[src/rtl/line_steer_fsm.sv]
// Line-following steering controller: filtered N-bit sensor array, six-state FSM, PWM motor gating.
// Optional build macro LINE_STEER_TURN_BOOST_EN drives the outer motor at full power while turning/searching.
module line_steer_fsm #(
    parameter int N_SENS     = 4,
    parameter int FILTER     = 3,
    parameter int SEARCH_MAX = 255,
    parameter int DUTY_W     = 8
) (
    input  logic              clk,
    input  logic              rst,
    input  logic              en,
    input  logic [N_SENS-1:0] sens,
    input  logic [DUTY_W-1:0] duty,
    output logic              left,
    output logic              right,
    output logic [2:0]        state,
    output logic              lost
);
    localparam int HALF = N_SENS / 2;
    localparam int FCW  = $clog2(FILTER + 1);
    localparam int SCW  = $clog2(SEARCH_MAX + 1);

    typedef enum logic [2:0] {
        IDLE   = 3'd0,
        FWD    = 3'd1,
        TURN_L = 3'd2,
        TURN_R = 3'd3,
        SEARCH = 3'd4,
        STOP   = 3'd5
    } state_t;

    state_t             state_q, state_d;
    logic [N_SENS-1:0]  s_q, cand_q, filt_q;
    logic [FCW-1:0]     fcnt_q;
    logic [SCW-1:0]     scnt_q;
    logic [DUTY_W-1:0]  pwm_cnt_q;
    logic               last_dir_q;
    logic               side_l, side_r, timeout, pwm_on, turn_drive;

    // cand_q/fcnt_q track how long s_q has held one value; filt_q only moves once that run reaches FILTER.
    always_ff @(posedge clk or posedge rst) begin
        if (rst) begin
            s_q    <= '0;
            cand_q <= '0;
            filt_q <= '0;
            fcnt_q <= '0;
        end else begin
            s_q <= sens;
            if (s_q == cand_q) begin
                if (fcnt_q != FCW'(FILTER))
                    fcnt_q <= fcnt_q + FCW'(1);
                if (int'(fcnt_q) + 1 >= FILTER)
                    filt_q <= s_q;
            end else begin
                cand_q <= s_q;
                fcnt_q <= FCW'(1);
                if (FILTER == 1)
                    filt_q <= s_q;
            end
        end
    end

    assign side_l  = |filt_q[N_SENS-1:HALF];
    assign side_r  = |filt_q[HALF-1:0];
    assign timeout = (scnt_q == SCW'(SEARCH_MAX - 1));

    always_comb begin
        state_d = state_q;
        if (!en) begin
            state_d = IDLE;
        end else begin
            case (state_q)
                IDLE: state_d = FWD;
                FWD, TURN_L, TURN_R, SEARCH: begin
                    if (side_l && side_r)                 state_d = FWD;
                    else if (side_l)                      state_d = TURN_L;
                    else if (side_r)                      state_d = TURN_R;
                    else if (state_q == SEARCH && timeout) state_d = STOP;
                    else                                  state_d = SEARCH;
                end
                STOP:    state_d = STOP;
                default: state_d = IDLE;
            endcase
        end
    end

    always_ff @(posedge clk or posedge rst) begin
        if (rst) begin
            state_q    <= IDLE;
            scnt_q     <= '0;
            last_dir_q <= 1'b0;
            pwm_cnt_q  <= '0;
        end else begin
            state_q   <= state_d;
            pwm_cnt_q <= pwm_cnt_q + DUTY_W'(1);
            // Search count restarts on every entry so a brief sensor hit grants a fresh timeout window.
            if (state_d == SEARCH && state_q != SEARCH)
                scnt_q <= '0;
            else if (state_d == SEARCH)
                scnt_q <= scnt_q + SCW'(1);
            if (state_d == TURN_L)
                last_dir_q <= 1'b0;
            else if (state_d == TURN_R)
                last_dir_q <= 1'b1;
        end
    end

    assign pwm_on = (pwm_cnt_q < duty);

`ifdef LINE_STEER_TURN_BOOST_EN
    assign turn_drive = 1'b1;
`else
    assign turn_drive = pwm_on;
`endif

    always_comb begin
        left  = 1'b0;
        right = 1'b0;
        case (state_q)
            FWD: begin
                left  = pwm_on;
                right = pwm_on;
            end
            TURN_L: right = turn_drive;
            TURN_R: left  = turn_drive;
            SEARCH: begin
                if (last_dir_q) left  = turn_drive;
                else            right = turn_drive;
            end
            default: ;
        endcase
    end

    assign state = state_q;
    assign lost  = (state_q == STOP);

endmodule

[config.mk]
export PLATFORM = sky130hd
export DESIGN_NAME = line_steer_fsm
export DESIGN_NICKNAME = d
export VERILOG_FILES = /design/src/rtl/line_steer_fsm.sv
export SDC_FILE = /design/constraint.sdc
export NUM_CORES = 1
export LEC_CHECK = 0
export ABC_AREA = 1
export CORE_ASPECT_RATIO = 0.6
export CORE_UTILIZATION = 25
export DETAILED_ROUTE_END_ITERATION = 8
export DONT_BUFFER_PORTS = 1
export PLACE_DENSITY = 0.48
export SYNTH_ARGS = -nofsm -noshare
export SYNTH_HDL_FRONTEND = slang
export SYNTH_SLANG_ARGS = --single-unit
[constraint.sdc]
create_clock -name clk -period 1.8 [get_ports clk]
set_clock_uncertainty 0.15 [all_clocks]
set_input_delay 0.27 -clock clk [delete_from_list [all_inputs] [get_ports clk]]
set_output_delay 0.27 -clock clk [all_outputs]
set_load 0.005 [all_outputs]
; ---- After elaboration in Yosys (flattened, before gate mapping)
; Cells that the tools add are included.
[totals]
ff_bits = 34
wordCells = 55
[classes]
magnitude_cmp = 2
n_addsub = 4
reduce_logical = 12
mux = 16
eq_ne = 13
[ops]
columns = op, count
row1 = 8-bit by 1-bit adder with 8-bit output (second input constant), 2
row2 = 8-bit 2-to-1 mux, 2
row3 = 3-bit by 2-bit equality test with 1-bit output (second input constant), 4
row4 = 3-bit 2-to-1 mux, 4
row5 = 3-bit equality test (second input constant), 3
row6 = 3-bit case mux with 3 select lines, 1
row7 = 8-bit equality test (second input constant), 1
row8 = 8-bit < comparator, 1
row9 = 2-bit OR reduction, 4
row10 = 1-bit 2-to-1 mux, 5
row11 = 4-bit equality test, 1
row12 = 2-bit 2-to-1 mux, 2
row13 = 1-bit case mux with 2 select lines, 2
row14 = 2-bit nonzero test, 2
row15 = 4-bit OR reduction, 1
row16 = 2-bit by 1-bit adder with 3-bit output (second input constant), 1
row17 = 3-bit by 1-bit equality test with 1-bit output (second input constant), 1
row18 = 3-bit by 2-bit greater-or-equal comparator with 1-bit output (second input constant), 1
row19 = 1-bit logical AND, 3
row20 = 3-bit zero test, 1
row21 = 3-bit inequality test (second input constant), 1
row22 = 2-bit by 1-bit adder with 2-bit output (second input constant), 1
row23 = 2-bit by 1-bit inequality test with 1-bit output (second input constant), 1
row24 = 2-bit inequality test (second input constant), 1
row25 = 2-bit AND reduction, 1

; ---- Depth between registers and ports, before layout
; Gate-level depths: netlist of the first run.
[depth]
word_depth = 11
ltp_mapped = 11
depth_no_buf = 11

; ---- Least setup slack after synthesis of the first run
; Ideal clock, no wire load.
[synth_path]
kind = flip-flop to output port
start = reg pwm_cnt_q[5]
end = out left
stages_incl_launch_ff = 6
arrival_time_ps = 1117
slack_ps = 263
path_cell_list = dfrtp_1 > ha_1 > a21oi_1 > o21a_1 > nand2_1 > a21oi_1
[synth_via]
elab_chain_cells = 3
[synth_rtl]
columns = element, line_no
row1 = from (decl), 36  ; logic [DUTY_W-1:0] pwm_cnt_q;
row2 = from (signal assigned), 95  ; pwm_cnt_q <= pwm_cnt_q + DUTY_W'(1);
row3 = 8-bit < comparator *, 108  ; assign pwm_on = (pwm_cnt_q < duty);
row4 = 1-bit 2-to-1 mux, 127  ; if (last_dir_q) left = turn_drive;
row5 = 1-bit case mux with 2 select lines *, 119  ; case (state_q)
row6 = to (decl), 14  ; output logic left,
; Mark *: on every way between the ends. The rest lies on a longest branch, timed or not.

; ---- Final worst setup path of the first run
[layout_path]
start = reg pwm_cnt_q[3]
end = out right
[layout_via]
elab_chain_cells = 3
[layout_rtl]
columns = element, line_no
row1 = 8-bit < comparator *, 108
row2 = 1-bit 2-to-1 mux, 127
row3 = 1-bit case mux with 2 select lines *, 119
row4 = to (decl), 15  ; output logic right,
; Marked as above.

==> metrics, run 1 <==
LEAKAGE=1.16 nW; CP required=1.38 ns; max-cap violation count=0; max layer used=met4; Max Fanout on Critical Path=2; Worst Slack Setup Final=-0.0571 ns; commonest non-fill, non-tap cells in the layout=nand2_1 (47), dfrtp_1 (32), inv_1 (29); layout cells sized above 1=18.4%; clock buffer depth=2; clk sink count=34; Chip Width=112 um; vias in the first global route=1295; final count of pins violating max slew=0; CP Class=reg -> out; IO Count=21; Port-buffer cells=0; fin area=2240 um2; RSZ-0062 raised after global routing=yes; f_max=0.538 GHz; most common cell after layout, fill and taps aside=nand2_1; failing checks=negative setup slack; drt wl/cell=11.3 um; vias=1250; vias per inst=4.03; CP Capture Type=output pin; # H-tree levels=2; Top delay family on crit path=flip-flops; critical path's slowest cell=dfrtp_1; final setup violation count=2; synthesis-to-layout area growth=22.8%; Remaining DRCs=0; first-pass GRT wire length=6210 um; largest stage delay on the critical path=0.39 ns; non-filler instance count after layout=310; Worst Max-Slew Pin Slew=0.425 ns; Hold Crit Class=reg -> reg; min cycle time layout=1.86 ns; met3 WL=204 um; status=complete, but fails checks; Initial Util=26.6%; Mean Syn Cell Area=8.81 um2; Root Driver=clkbuf_16; Slew headroom=71.7%; Post-DP Area=1930 um2; Synth Register Bits=34; Total Wirelength=3490 um; Post-Place Cells=292; Placer Congestion=0.768; DP HPWL=2560 um; worst path bufs/invs=0; worst vdd ir=0.426 mV; Cells after Synth=207; CTS tree=built; met2 wire length=1310 um; core footprint=6850 um2; TritonRoute pass-1 iters=4; WL met1=1940 um; crit path DAT=1.44 ns; largest net degree at the start of global routing=35; CP Launch Type=flip-flop; Final Hold Fails=0; ANT nets after route=0; Layout Nets=250; Period Utilization, post-route=103%; Post-Syn Nets=235; Die H=68.2 um; Std-Cell Rows=23; Synth cell types=23; Die ar.=7650 um2; Cell Chain, Critical Path=ha_1 > a21oi_1 > o21ai_1 > nand2_1 > nand2_2 > a21oi_2; PwrDens=1110 nW/um2; Ant. Diodes=0; clk slew on worst S/H paths=0.05 ns; total grt overflow=0; Inserted Clock Buffers=5; antenna violations before repair=0; total of warnings raised by yosys=0; Skew-Pair Late Insertion Delay=0.28 ns; Iter 0 DRT Violations=76; TNS Setup=-0.113 ns; Total Routing Usage GR=11.1%; Netlist Area Pre-Place=1820 um2; sequential share of the synthesized area=46.6%
-- cell families (layout without fill, tap and decap cells) --
group | count (synthesis) | count (layout) | share of synthesized area, %
xor+xnor | 17 | 17 | 8.16
fa+ha+maj | 13 | 13 | 8.92
compound gates | 16 | 16 | 4.87
buf+inv | 37 | 53 | 7.61
simple gates | 90 | 90 | 23.8
flops | 34 | 34 | 46.6
-- layout make-up --
| cell class | instances | area, um2 |
|---|---|---|
| inverter | 33 | 124 |
| clock inverter | 2 | 12.5 |
| timing repair buffer | 12 | 105 |
| sequential | 34 | 853 |
| multi-input combinational | 136 | 898 |
| tap | 87 | 109 |
| clock buffer | 6 | 139 |
| fill | 724 | 4610 |
-- state kept, by name (all words and copies together), names as in the netlist --
signal / flops
pwm_cnt_q: 8
scnt_q: 8
filt_q: 4
cand_q: 4
last_dir_q: 1
state: 3
s_q: 4
fcnt_q: 2
-- through the flow --
step / util (%) / hold WS [ns] / power, mW / setup slack, ns
2_1_floorplan: - / 0.151 / 1.45 / 0.263
5_1_grt: 32.7 / 0.298 / 2.65 / -0.108
6_report: 32.7 / 0.271 / 2.49 / -0.0571
3_3_place_gp: 28.2 / 0.146 / 1.59 / 0.147
4_1_cts: 31.9 / 0.279 / 2.50 / -0.0904
3_5_place_dp: 28.2 / 0.145 / 1.59 / 0.112
-- power by group --
part | switching [mW] | internal [mW] | total (mW)
Sequential | 0.0875 | 0.840 | 0.927
Clock | 0.317 | 0.547 | 0.864
Combinational | 0.458 | 0.238 | 0.696
-- final timing paths --
path                              startpoint         to  slack, ns  depth (start not counted)
worst max-delay path            pwm_cnt_q[3]      right      -0.06                          6
worst min-delay path                  s_q[3]  cand_q[3]       0.27                          0
min in group asynchronous                rst     s_q[1]       0.38                          3
max in group asynchronous                rst   state[1]       0.79                          3
worst min register to register        s_q[3]  cand_q[3]       0.27                          0
worst max register to register      state[2]  scnt_q[6]       0.16                          9
-- timing repair --
item / 4_1_cts / 5_1_grt
cloned: 0 / 0
resized for setup: 6 / 7
hold buffers: 6 / 0
setup buffers: 3 / 1
hold endpoints to repair: 41 / 0
endpoints found under the setup margin: 2 / 4
pin swaps: 0 / 3
-- routing by layer --
metal / global-route usage (%) / vias to the layer above
met5: 0 / -
met4: 4.00 / 0
met3: 5.14 / 4
met2: 15.6 / 12
met1: 14.8 / 566
li1: - / 668
-- Yosys cell counts --
library cell	number	area, um2
nand2_1	48	180
dfrtp_1	34	851
inv_1	29	109
nand3_1	16	80.1
xor2_1	15	131
nor2_1	14	52.6
ha_1	13	163
a21oi_1	7	35.0
o21ai_0	6	30.0
clkbuf_1	4	15.0
inv_2	4	15.0
nand2_2	3	18.8
nand3_2	2	20.0
nor2_4	2	22.5
xnor2_1	2	17.5
nand2_4	1	11.3
nand3_4	1	17.5
nor2_2	1	6.26
nor2_8	1	20.0
nor3_1	1	5.00
o21a_1	1	7.51
o21ai_2	1	8.76
o21bai_1	1	7.51
No activity file was read; power rests on OpenSTA's default activity.
==> inputs of run 2 (changes only) <==
- ABC_AREA: 1 -> not set
- GPL_TIMING_DRIVEN: not set -> 0
- TNS_END_PERCENT: not set -> 1
==> run 2 against run 1 <==
- the run still ends with negative setup slack left
- flip-flop and latch count unchanged
- largest cell class unchanged
- largest power group unchanged
- via count increased by 3.0%
- global-route usage about the same
- utilization increased by 0.80 points
- sequential share of layout area decreased by 1.3 points
==> metrics, run 2 <==
total grt overflow=0 (unchanged); layout cells sized above 1=17.8% (-0.55 points); Total Wirelength=3720 um (+6.6%); antenna violations before repair=0 (unchanged); clock network power share=34.6% (about the same); Top Registers=pwm_cnt_q x8, scnt_q x8; Port-buffer cells=0 (unchanged); # H-tree levels=2 (unchanged); vias per inst=4.73 (+17%); ANT nets after route=0 (unchanged); Remaining DRCs=0 (unchanged); Netlist Area Pre-Place=1850 um2 (+1.6%); clock buffer depth=2 (unchanged); Hold Crit Class=in -> reg; switch share=30.9% (-3.8 points); critical path's slowest cell=or3_4; Worst Max-Slew Pin Slew=0.506 ns (+0.0807 ns); Period Utilization, post-route=126% (+23 points); Die ar.=7770 um2 (+1.5%); Cells after Synth=169 (-18%); worst path bufs/invs=0 (unchanged); Slew headroom=66.3% (-5.4 points); drt wl/cell=13.7 um (+21%); clk slew on worst S/H paths=0.05 ns (about the same); Mean Syn Cell Area=11.0 um2 (+24%); Layout Nets=213 (-15%); synthesis-to-layout area growth=24.9%; worst vdd ir=0.453 mV (+6.4%); TNS Setup=-4.07 ns (-3.96 ns); cell with the most instances after synthesis=dfrtp_1; failing checks=negative setup slack; IO Count=21 (unchanged); CP Capture Type=flip-flop; CP Launch Type=flip-flop; Ant. Diodes=0 (unchanged); fillers=691 (-4.6%); max-cap violation count=0 (unchanged); f_max=0.441 GHz (-18%); DP HPWL=2750 um (+7.2%); Commonest cells post-synth=dfrtp_1 (34), inv_1 (15), ha_1 (13); dominant cells by area after synthesis=dfrtp_1 (46%), ha_1 (8.8%), o41ai_1 (4.3%), xnor2_1 (3.8%), inv_1 (3.0%); crit path DAT=2.28 ns (+0.84 ns); Die H=68.7 um (+0.77%); Logic pwr share=29.5% (+1.5 points); Initial Util=26.8% (+0.19 points); TritonRoute pass-1 iters=4 (unchanged); LEAKAGE=1.05 nW (-9.4%); commonest non-fill, non-tap cells in the layout=dfrtp_1 (33), inv_1 (15), ha_1 (12); CTS tree=built; vias=1287 (+3.0%); ys flop type=dfrtp_1; final count of pins violating max slew=0 (unchanged); Synth Register Bits=34 (unchanged); Std-Cell Rows=23 (unchanged); core footprint=6910 um2 (+0.84%); Yosys top cell by area=dfrtp_1; clk sink count=34 (unchanged); CP Class=reg -> reg; Cell Chain, Critical Path=nor2_4 > ha_4 > nand2b_4 > a211o_4 > or3_4 > mux2_4; Synth cell types=45 (+96%); first-pass GRT wire length=6160 um (-0.79%); final setup violation count=10 (+8); status=complete, but fails checks; DP Worst Slack=-0.682 ns (-0.794 ns); Seq pwr share=35.9% (-1.4 points); largest net degree at the start of global routing=16 (-54%); Pint=1.97 mW (+21%); Inserted Clock Buffers=5 (unchanged); most common cell after layout, fill and taps aside=dfrtp_1; CP required=1.81 ns (+0.43 ns); Root Driver=clkbuf_16; min cycle time layout=2.27 ns (+0.409 ns); Final Util=33.5% (+0.80 points); Power Total=2.85 mW (+15%); Final Hold Fails=0 (unchanged); PwrDens=1230 nW/um2 (+11%); vias in the first global route=1194 (-7.8%); Top delay family on crit path=simple AND/OR/NAND/NOR gates; Worst Slack Setup Final=-0.467 ns (-0.409 ns); RSZ-0062 raised after global routing=yes; Switch Pwr=878 uW (+1.9%); Skew-Pair Late Insertion Delay=0.28 ns (about the same); Max Fanout on Critical Path=8 (+6); Placer Congestion=0.766 (-0.27%); largest stage delay on the critical path=0.41 ns (+0.02 ns); Chip Width=113 um (+0.77%); Total Routing Usage GR=11.0% (-0.041 points); total of warnings raised by yosys=0 (unchanged); Iter 0 DRT Violations=88 (+16%); post-synth top area share=45.9% (-0.72 points); sequential share of the synthesized area=45.9% (-0.72 points); Synth async-reset ratio=100% (unchanged); number of synthesized flops with an enable pin=0 (unchanged); worst hold slack=0.0825 ns (-0.189 ns); Post-Syn Nets=197 (-16%)
==> run 2: repair_timing <==
item | 4_1_cts | 5_1_grt
hold buffers | 6 | 0
resized for setup | 9 | 5
endpoints found under the hold margin | 14 | 0
setup buffers | 2 | 0
gates cloned | 0 | 0
pin swaps | 4 | 1
setup endpoints to repair | 11 | 15
==> run 2: final timing paths <==
kind                         startpoint           end  slack (ns)  cells past startpoint
max                           filt_q[2]     scnt_q[0]       -0.47                      6
min                                  en      state[1]        0.08                      1
max reg2reg                   filt_q[2]     scnt_q[0]       -0.47                      6
min reg2reg                pwm_cnt_q[7]  pwm_cnt_q[7]        0.33                      1
max in group asynchronous           rst        s_q[1]        0.64                      4
min in group asynchronous           rst  pwm_cnt_q[5]        0.27                      2
==> run 2: kinds of logic (layout without fill, tap and decap cells) <==
| kind of cell | after synthesis | in the layout | synth area share, % |
|---|---|---|---|
| simple gates | 44 | 44 | 13.6 |
| compound gates | 35 | 35 | 15.5 |
| flops | 34 | 34 | 45.9 |
| buf+inv | 25 | 41 | 6.41 |
| fa+ha+maj | 13 | 13 | 8.78 |
| xor+xnor | 11 | 11 | 5.20 |
| mux | 7 | 7 | 4.59 |
==> run 2: metrics by stage <==
step	std cells	area (um2)
finish	272	2310
detailed placement	258	2010
CTS	273	2300
global route	272	2310
global placement	256	1960
floorplan	169	1860
==> run 2: routing by layer <==
layer / GRT usage [%] / wire, um / up-vias
met2: 13.5 / 1330 / 24
met1: 16.2 / 2190 / 624
met3: 4.28 / 165 / 4
met5: 0 / 0 / -
li1: - / - / 635
met4: 5.43 / 38 / 0
==> run 2: area by class of cell <==
type / instances / area (um2) / area share (%)
Clock buffer: 6 / 139 / 6.00
Tap cell: 87 / 109 / 4.70
Clock inverter: 1 / 30.0 / 1.30
Multi-Input combinational cell: 110 / 960 / 41.5
Inverter: 15 / 56.3 / 2.43
Sequential cell: 34 / 852 / 36.8
Buffer: 9 / 51.3 / 2.22
Timing Repair Buffer: 10 / 118 / 5.08
==> run 2: power groups by stage <==
stage | logic, mW | clock network [mW] | registers [mW]
after detailed placement | 0.702 | 0 | 1.02
after global routing | 0.911 | 1.06 | 1.05
final | 0.839 | 0.986 | 1.02
after global placement | 0.696 | 0 | 1.02
after CTS | 0.826 | 1.01 | 1.02
after floorplan | 0.560 | 0 | 0.984
==> inputs of run 3 (changes only) <==
- SKIP_LAST_GASP: not set -> 1
==> run 3 against run 2 <==
- the run still ends with negative setup slack left
- design area is 0.70% lower
- count of clock-buffer cells in the layout is the same
- global-route usage down 0.059 points
- critical endpoint unchanged
- largest cell class unchanged
- highest routed layer unchanged
==> metrics, run 3 (synthesis gave the netlist of run 2 again) <==
worst hold start=en; CP required=1.81 ns (about the same); total grt overflow=0 (unchanged); min cycle time layout=2.28 ns (+0.0183 ns); Total Routing Usage GR=11.0% (-0.059 points); CP Launch Type=flip-flop; max-cap violation count=0 (unchanged); failing checks=negative setup slack; Max Fanout on Critical Path=8 (unchanged); reg2reg start=filt_q[1]; clk slew on worst S/H paths=0.05 ns (about the same); Power Total=2.81 mW (-1.5%); Die ar.=7770 um2 (unchanged); vias=1300 (+1.0%); layout cells sized above 1=16.8% (-1.1 points); Top Registers=pwm_cnt_q x8, scnt_q x8; Post-Place Cells=258 (unchanged); Total Wirelength=3720 um (-0.13%); Remaining DRCs=0 (unchanged); Chip Width=113 um (unchanged); most common cell after layout, fill and taps aside=dfrtp_1; r2r setup slk=-0.48 ns (-0.02 ns); CP Capture Type=flip-flop; Final Util=33.3% (-0.24 points); largest net degree at the start of global routing=16 (unchanged); Skew-Pair Late Insertion Delay=0.28 ns (about the same); Ant. Diodes=0 (unchanged); ANT nets after route=0 (unchanged); Hold Crit Class=in -> reg; non-filler instance count after layout=272 (unchanged); first-pass GRT wire length=6110 um (-0.78%); drt wl/cell=13.7 um (-0.13%); final count of pins violating max slew=0 (unchanged); PwrDens=1220 nW/um2 (-0.76%); # H-tree levels=2 (unchanged); commonest non-fill, non-tap cells in the layout=dfrtp_1 (33), inv_1 (15), ha_1 (12); Die H=68.7 um (unchanged); status=complete, but fails checks; Final Hold Fails=0 (unchanged); vias in the first global route=1190 (-0.34%); clock buffer depth=2 (unchanged); core footprint=6910 um2 (unchanged); Std-Cell Rows=23 (unchanged); Period Utilization, post-route=127% (+1.0 points); Placer Congestion=0.766 (unchanged); Iter 0 DRT Violations=83 (-5.7%); Worst Slack Setup Final=-0.485 ns (-0.0183 ns); Inserted Clock Buffers=5 (unchanged); Root Driver=clkbuf_16; CP Class=reg -> reg; Cells on Worst Hold Path=1 (unchanged); Port-buffer cells=0 (unchanged); Worst Max-Slew Pin Slew=0.484 ns (-0.0217 ns); TritonRoute pass-1 iters=4 (unchanged); vias per inst=4.78 (+1.0%); R2R cell count=6 (unchanged); DP HPWL=2750 um (unchanged); f_max=0.438 GHz (-0.80%); synthesis-to-layout area growth=24.0%; RSZ-0062 raised after global routing=yes; R2R Path End=scnt_q[0]; antenna violations before repair=0 (unchanged); CTS tree=built; Slew headroom=67.7% (+1.4 points); final setup violation count=10 (unchanged); crit path DAT=2.30 ns (+0.02 ns); Initial Util=26.8% (unchanged); Layout Nets=213 (unchanged); worst vdd ir=0.452 mV (-0.23%); IO Count=21 (unchanged); LEAKAGE=1.05 nW (-0.26%); worst hold endpoint=state[1]; clk sink count=34 (unchanged)
## run 3: cell count changes in the layout (fill, tap and decap cells not counted)
cell | previous run | this run
nor2_1 | 8 | 9
nand2b_1 | 2 | 3
nand2b_4 | 1 | 0
nor3b_4 | 1 | 0
nor2_2 | 1 | 0
nor3b_2 | 0 | 1
## run 3: per-layer routing
layer / track usage [%] / vias up / routed length (um)
met3: 4.28 / 6 / 175
met4: 5.43 / 0 / 55
met2: 13.4 / 31 / 1310
li1: - / 634 / -
met5: 0 / - / 0
met1: 16.1 / 629 / 2180
## run 3: worst max path at each step
stage | from | to | slack, ns | depth (start not counted)
finish | filt_q[1] | scnt_q[0] | -0.48 | 6
global route | filt_q[2] | scnt_q[0] | -0.54 | 6
CTS | filt_q[3] | scnt_q[0] | -0.53 | 7
detailed placement | filt_q[2] | scnt_q[5] | -0.68 | 7
global placement | filt_q[2] | scnt_q[1] | -0.67 | 7
floorplan | filt_q[0] | scnt_q[0] | -0.43 | 7
## run 3: what timing repair did
item	in CTS	in global routing
gates cloned	0	0
hold buffers	6	0
gates resized for setup	4	7
endpoints found under the hold margin	14	0
pin swaps	3	1
endpoints found under the setup margin	11	16
buffers inserted	2	0
## run 3: critical path: stages, from the launching register on
cell      delay (ns)
dfrtp_1         0.40
nor2_4          0.19
ha_4            0.22
nand2b_1        0.15
a211o_4         0.33
or3_4           0.41
mux2_4          0.32
## run 3: area by class of cell
| cell class | instances | area [um2] |
|---|---|---|
| Buffer | 9 | 51.3 |
| Multi-Input combinational cell | 110 | 943 |
| Tap cell | 87 | 109 |
| Sequential cell | 34 | 852 |
| Timing Repair Buffer | 10 | 118 |
| Clock buffer | 6 | 139 |
| Inverter | 15 | 56.3 |
| Clock inverter | 1 | 30.0 |
| Fill cell | 695 | 4610 |
## run 3: stage by stage
step / hold slack, ns / setup slack [ns] / instance area [um2] / TNS, ns
3_5_place_dp: 0.0360 / -0.682 / 2010 / -5.42
6_report: 0.0795 / -0.485 / 2300 / -4.24
2_1_floorplan: 0.151 / -0.435 / 1860 / -2.95
3_3_place_gp: 0.151 / -0.671 / 1960 / -5.65
4_1_cts: 0.0735 / -0.528 / 2280 / -4.93
5_1_grt: 0.0791 / -0.541 / 2300 / -5.23
## run 3: where the power goes
part,internal [mW],switching (mW)
sequential,0.885,0.135
combinational,0.374,0.426
clock,0.682,0.305
==> RTL edit: new RTL, config.mk and constraints of run 1 <==
`s_q` no longer has a reset.
--- a/src/rtl/line_steer_fsm.sv
+++ b/src/rtl/line_steer_fsm.sv
@@ -40,12 +40,10 @@
     // cand_q/fcnt_q track how long s_q has held one value; filt_q only moves once that run reaches FILTER.
     always_ff @(posedge clk or posedge rst) begin
         if (rst) begin
-            s_q    <= '0;
             cand_q <= '0;
             filt_q <= '0;
             fcnt_q <= '0;
         end else begin
-            s_q <= sens;
             if (s_q == cand_q) begin
                 if (fcnt_q != FCW'(FILTER))
                     fcnt_q <= fcnt_q + FCW'(1);
@@ -58,6 +56,10 @@
                     filt_q <= s_q;
             end
         end
+    end
+
+    always_ff @(posedge clk) begin
+        s_q <= sens;
     end
 
     assign side_l  = |filt_q[N_SENS-1:HALF];
Behaviour: not the same (Yosys sat finds a counterexample within 10 cycles, from zero or initial values and one cycle with rst high).
==> RTL edit against run 1 <==
The run still ends with setup timing left; sequential cell count unchanged; setup slack worse by 0.016 ns; total power increased by 11%; final cell count increased by 4.2%; clock power shrank 3.8%; synthesized area increased by 0.14%; routed wire length rose by 2.2%; sequential share of layout area decreased by 2.7 points; cell area is 5.1% higher.
==> RTL edit: results <==
group,metric,value,unit
status,outcome,"finished with violations",
status,violations,"setup timing",
drt,routed_wirelength,3569,um
layout,drive_above_1_share,22.46,%
global_route,grt_pass1_vias,1220,
placement,postPlaceCellArea,1939,sq um
global_route,grt_util_all_layers,10.24,%
setup_path,crit-reg2reg-launch,"filt_q[2]",
logic_synthesis,ys_seq_area_share,45.48,%
pwr,vdd_drop_max,377.9,uV
logic_synthesis,synth_area_leaders,"dfrtp_1 (41%), nand2_1 (10%), ha_1 (8.9%)",
logic_synthesis,synth.top_cells.by_count,"nand2_1 (50), inv_1 (31), dfrtp_1 (30), nor2_1 (16)",
min_path,hp-class,"input port to flop",
placement,place_congestion,0.7225,
logic_synthesis,synthDistinctLibCells,24,
clock_tree,numCtsBuffers,5,
drt,vias_per_cell,4.152,
placement,pre_cts_ws,0.06448,ns
placement,hpwl,2542,um
min_path,min_from,"en",
global_route,grt_max_degree,31,
placement,io_buffers,0,
timing,post-route-worst-setup-slack,-0.07269,ns
drt,drt_iter0_markers,83,
logic_synthesis,async_reset_ff_share,88.24,%
setup_path,cp-startpoint,"pwm_cnt_q[7]",
layout,nets,263,
timing,report.final.setup_viol,2,
logic_synthesis,syn_nets,237,
timing,worstMarginPinSlew,0.3938,ns
==> RTL edit: layer usage <==
layer  global-route usage [%]  vias up  share of wire, %
li1                         -      714                 -
met1                    14.71      590                59
met2                    13.66       32                35
met3                    3.454        5               5.0
met4                    4.500        0               1.2
met5                        0        -                 0
==> RTL edit: stage by stage <==
stage	util (%)	instances	power, mW	TNS, ns
6_report	34.26	323	2.763	-0.1217
5_1_grt	34.26	323	2.950	-0.2846
4_1_cts	31.49	311	2.515	-0.2269
3_5_place_dp	28.20	295	1.654	0
3_3_place_gp	28.20	295	1.641	0
2_1_floorplan	-	209	1.503	0
==> RTL edit: cell families (layout without fill, tap and decap cells) <==
family	Yosys count	in the layout	synth area share [%]
AOI/OAI and AO/OA	16	16	5.549
xor gates and xnor gates	16	16	7.672
adders and majority gates	13	13	8.904
buffers and inverters	37	62	8.013
DFF	34	34	45.48
and+or+nand+nor	93	95	24.38
==> RTL edit: cell type report <==
type	count	area, sq um
repair buffers	22	196.4
flip-flops and latches	34	833.3
inverters	32	120.1
fillers	723	4522
multi-input cells	140	953.4
clock inverters	2	15.01
well taps	87	108.9
clock buffers	6	128.9
==> RTL edit: final timing paths <==
path | cells past startpoint | slack, ns | to
setup reg to reg | 8 | 0.10 | scnt_q[7]
hold reg to reg | 0 | 0.23 | cand_q[2]
hold / removal | 3 | 0.08 | scnt_q[7]
min in group asynchronous | 3 | 0.36 | pwm_cnt_q[0]
max in group asynchronous | 3 | 0.81 | state[1]
setup / recovery | 5 | -0.07 | left
==> RTL edit: power by group <==
part           total, mW  internal [mW]  switching (mW)
logic               1.01          0.418           0.596
clock network      0.831          0.512           0.318
registers          0.918          0.838          0.0807
total               2.76           1.77           0.995
==> RTL edit: critical path: stages, from the launching register on <==
cell	delay, ns
dfrtp_1	0.39
ha_1	0.29
a21oi_1	0.15
o21a_1	0.15
nand2_2	0.07
a21oi_2	0.12
==> RTL edit: what timing repair did <==
action,CTS,global route
endpoints found under the setup margin,2,11
hold buffers,6,0
pin swaps,2,12
buffers inserted,2,10
endpoints found under the hold margin,36,0
resized for setup,3,19
cloned,0,2
